$ cat src/rtl/main_full_adder_if.sv
// Operand/result bundle for main_full_adder; the master drives operands and enable,
// the slave returns the combinational and registered results.
interface main_full_adder_if #(
  parameter int WIDTH = 1
) ();
  logic             en;
  logic [WIDTH-1:0] x;
  logic [WIDTH-1:0] y;
  logic             z;
  logic [WIDTH-1:0] s;
  logic             c;
  logic [WIDTH-1:0] s_q;
  logic             c_q;
  logic             valid_q;

  modport master (
    output en, x, y, z,
    input  s, c, s_q, c_q, valid_q
  );

  modport slave (
    input  en, x, y, z,
    output s, c, s_q, c_q, valid_q
  );
endinterface

$ cat src/rtl/main_full_adder.sv
// WIDTH-bit full adder: zero-latency {c,s} = x + y + z plus a one-cycle registered copy.
// No backpressure; en=0 holds the registered sum and drops valid_q.
module main_full_adder #(
  parameter int WIDTH = 1
) (
  input  logic               clk,
  input  logic               rst_n,
  main_full_adder_if.slave   bus
);

  logic [WIDTH:0]   total;
  logic [WIDTH-1:0] sum_d, sum_q;
  logic             carry_d, carry_q;
  logic             vld_d, vld_q;

  // Extended by one bit so the carry-out is never truncated.
  assign total = {1'b0, bus.x} + {1'b0, bus.y} + {{WIDTH{1'b0}}, bus.z};

  assign bus.s = total[WIDTH-1:0];
  assign bus.c = total[WIDTH];

  always_comb begin
    sum_d   = sum_q;
    carry_d = carry_q;
    vld_d   = 1'b0;
    if (bus.en) begin
      sum_d   = total[WIDTH-1:0];
      carry_d = total[WIDTH];
      vld_d   = 1'b1;
    end
  end

  always_ff @(posedge clk) begin
    if (!rst_n) begin
      sum_q   <= '0;
      carry_q <= 1'b0;
      vld_q   <= 1'b0;
    end else begin
      sum_q   <= sum_d;
      carry_q <= carry_d;
      vld_q   <= vld_d;
    end
  end

  assign bus.s_q     = sum_q;
  assign bus.c_q     = carry_q;
  assign bus.valid_q = vld_q;

endmodule

$ cat src/flat_wrapper.sv
// flat-port wrapper written by rule: the top's interface ports become plain ports
module main_full_adder_flat 
#(
  parameter int WIDTH = 1
)
  (clk, rst_n, bus_en, bus_x, bus_y, bus_z, bus_s, bus_c, bus_s_q, bus_c_q, bus_valid_q);
  main_full_adder_if #(.WIDTH(WIDTH)) bus_i ();
  input  logic clk;
  input  logic rst_n;
  input wire logic [$bits(bus_i.en)-1:0] bus_en;
  input wire logic [$bits(bus_i.x)-1:0] bus_x;
  input wire logic [$bits(bus_i.y)-1:0] bus_y;
  input wire logic [$bits(bus_i.z)-1:0] bus_z;
  output wire logic [$bits(bus_i.s)-1:0] bus_s;
  output wire logic [$bits(bus_i.c)-1:0] bus_c;
  output wire logic [$bits(bus_i.s_q)-1:0] bus_s_q;
  output wire logic [$bits(bus_i.c_q)-1:0] bus_c_q;
  output wire logic [$bits(bus_i.valid_q)-1:0] bus_valid_q;
  assign bus_i.en = bus_en;
  assign bus_i.x = bus_x;
  assign bus_i.y = bus_y;
  assign bus_i.z = bus_z;
  assign bus_s = bus_i.s;
  assign bus_c = bus_i.c;
  assign bus_s_q = bus_i.s_q;
  assign bus_c_q = bus_i.c_q;
  assign bus_valid_q = bus_i.valid_q;
  main_full_adder #(.WIDTH(WIDTH)) u_core (.clk(clk), .rst_n(rst_n), .bus(bus_i));
endmodule
$ cat config.mk
export PLATFORM = sky130hd
export DESIGN_NAME = main_full_adder_flat
export DESIGN_NICKNAME = d
export VERILOG_FILES = /design/src/rtl/main_full_adder_if.sv /design/src/rtl/main_full_adder.sv /design/src/flat_wrapper.sv
export SDC_FILE = /design/constraint.sdc
export NUM_CORES = 1
export LEC_CHECK = 0
export ABC_AREA = 1
export ABC_CLOCK_PERIOD_IN_PS = 1500
export CAP_MARGIN = 25
export CELL_PAD_IN_SITES_DETAIL_PLACEMENT = 1
export CELL_PAD_IN_SITES_GLOBAL_PLACEMENT = 1
export CORE_AREA = 2 2 39 41
export DETAILED_ROUTE_END_ITERATION = 6
export DIE_AREA = 0 0 41 43
export PLACE_DENSITY = 0.46
export SETUP_SLACK_MARGIN = 0.4
export SKIP_CTS_REPAIR_TIMING = 1
export SYNTH_ARGS = -nofsm -noshare
export SYNTH_HDL_FRONTEND = slang
export SYNTH_SLANG_ARGS = --single-unit
$ cat constraint.sdc
create_clock -name clk -period 1.5 [get_ports clk]
set_input_delay 0.225 -clock clk [delete_from_list [all_inputs] [get_ports clk]]
set_output_delay 0.225 -clock clk [all_outputs]
set_load 0.005 [all_outputs]
==> results.md <==
• I/O Pins: 11
• clock tree buffer depth: 2
• Ys Warns: 0
• width of the chip: 41 µm
• total instance count after detailed placement: 42
• Final Max Slew Viols: 0
• layout cell share with drive strength beyond 1: 23.3%
• peak clock frequency supported by timing: 807 MHz
• vias per cell: 3.22
• library cell used as clock root buffer: clkbuf_4
• HP Class: register to register
• last weighted congestion value of the routability-driven placer: 0.521
• worst endpoint data arrival time: 1.01 ns
• fraction of the cycle the final worst path needs: 82.6%
• post-layout util: 19.6%
• clock tree skew after final layout: 0 ns
• drt first-iter violations: 0
• Tot GR Track Use: 7.02%
• clock buffer count from CTS: 3
• Hold Violations, Final: 0
• DR DRC count: 0
• Final nets: 38
• worst slew margin relative to its limit: 88.7%
• top library cells by usage in the layout, fill and taps aside: nand2_1, dlymetal6s2s_1, nor2_1
• number of nets produced by synthesis: 23
• setup repair after global routing missed its margin: yes
• total via count after detailed routing: 148
• via count of the first global-routing pass: 160
• Setup crit end kind: output pin
• crit-path max FO: 2
• CTS tree: done
• effective utilization at floorplan: 9.04%
• H-Tree Depth: 1
• Setup-failing EPs final: 0
• time the final worst path needs with I/O delays and setup: 1.24 ns
• category of the worst setup path launch point: input port
• run status: completed
• depth of the most critical reg-to-reg path: 2
• post-synthesis to final-layout area growth: 117%
• share of the synthesized area in the top cell type: 48.0%
• crit path from: bus_y
• latest clock arrival within the worst-skew pair: 0.24 ns
• remaining number of nets flagged by the antenna check after routing: 0
• critical hold path startpoint: u_core.bus.s_q
• cell area power density: 1040 nW/µm²
• Clock Sink Count: 3
• First-pass DRT Iterations: 1
• GRT overflow: 0
• die height: 43 µm
• CP required: 1.27 ns
• startpoint-to-endpoint class of the critical path: input port to output pin
• Lkg Pwr: 0.186 nW
• post-synth cell types: 5
• initial antenna violation count: 0
• # port buffers: 10
• final instance count without filler cells: 46
• Hold Path Cell Cnt: 2
• Floorplan Core Area: 1380 µm²
• count of state elements after synthesis: 3
• Reg clk slew, reported paths: 0.04 ns
• start of the worst register-to-register path: u_core.bus.c_q
• maximum number of pins on one net before global-route repair: 6
• sequential fraction of the synthesis area: 48.0%
• number of inserted filler cells in the final layout: 171
• post-synthesis cell area: 125 µm²
• Hold WS: 0.471 ns
• number of antenna diodes: 0
• post-synth top area cell: dfxtp_1
• max cap viols: 0
• largest voltage drop on the vdd net: 0.215 mV
• Worst Tran Pin Value: 0.169 ns
• DR WL/cell: 8.52 µm
• routed wire length: 392 µm
• Placement Rows: 14
• Mapped Avg Cell Area: 7.82 µm²
• post-synthesis cell count: 16
• largest cells by area after synthesis: dfxtp_1, fa_1, nand2_1, nor2_1, inv_1
• global-route wire length before repair: 655 µm
• area of the die: 1760 µm²
## metrics by stage
stage	area [µm²]	TNS, ns	total power [mW]	setup slack (ns)
after floorplan	125	0	0.107	0.470
after global placement	245	-0.764	0.149	-0.451
after detailed placement	245	-0.750	0.149	-0.448
after CTS	272	-0.770	0.302	-0.454
after global routing	272	0	0.306	0.233
final	272	0	0.283	0.261
## sequential cells by signal, indices dropped and copies added (netlist names)
register / count
u_core.bus.valid_q: 1
u_core.bus.c_q: 1
u_core.bus.s_q: 1
## layer usage
metal / wire length, µm / global-route usage, % / vias to the layer above
li1: - / - / 72
met1: 153 / 7.05 / 59
met2: 119 / 6.25 / 13
met3: 83 / 5.24 / 4
met4: 36 / 12.0 / 0
met5: 0 / 0 / -
## cell type report
type	instances	area [µm²]	share of cell area (%)
inverter	3	11.3	4.15
timing repair buffer	10	97.6	35.9
clock buffer	4	26.3	9.68
sequential	3	60.1	22.1
tap	16	20.0	7.37
multi-input combinational	10	56.3	20.7
## synth_stat cells
cell type,n
inv_1,3
fa_1,1
dfxtp_1,3
nand2_1,5
nor2_1,4
## power by group
part	switching (mW)	internal [mW]
sequential	0.00214	0.0861
clock	0.0458	0.0999
combinational	0.0198	0.0289
## kinds of logic (layout without fill, tap and decap cells)
| logic type | after synthesis | after routing | share of synthesized area (%) |
|---|---|---|---|
| buf+inv | 3 | 17 | 9.00 |
| simple gates | 9 | 9 | 27.0 |
| fa+ha+maj | 1 | 1 | 16.0 |
| flops | 3 | 3 | 48.0 |
## critical path, stage by stage
cell and delay (ns):
dlymetal6s2s_1 0.14, fa_2 0.54, clkbuf_2 0.11
## final timing paths
check	endpoint	slack, ns
max	bus_s	0.26
min reg2reg	u_core.bus.s_q	0.47
max reg2reg	u_core.bus.c_q	0.95
min	u_core.bus.s_q	0.47
No activity file was read; power rests on OpenSTA's default activity.
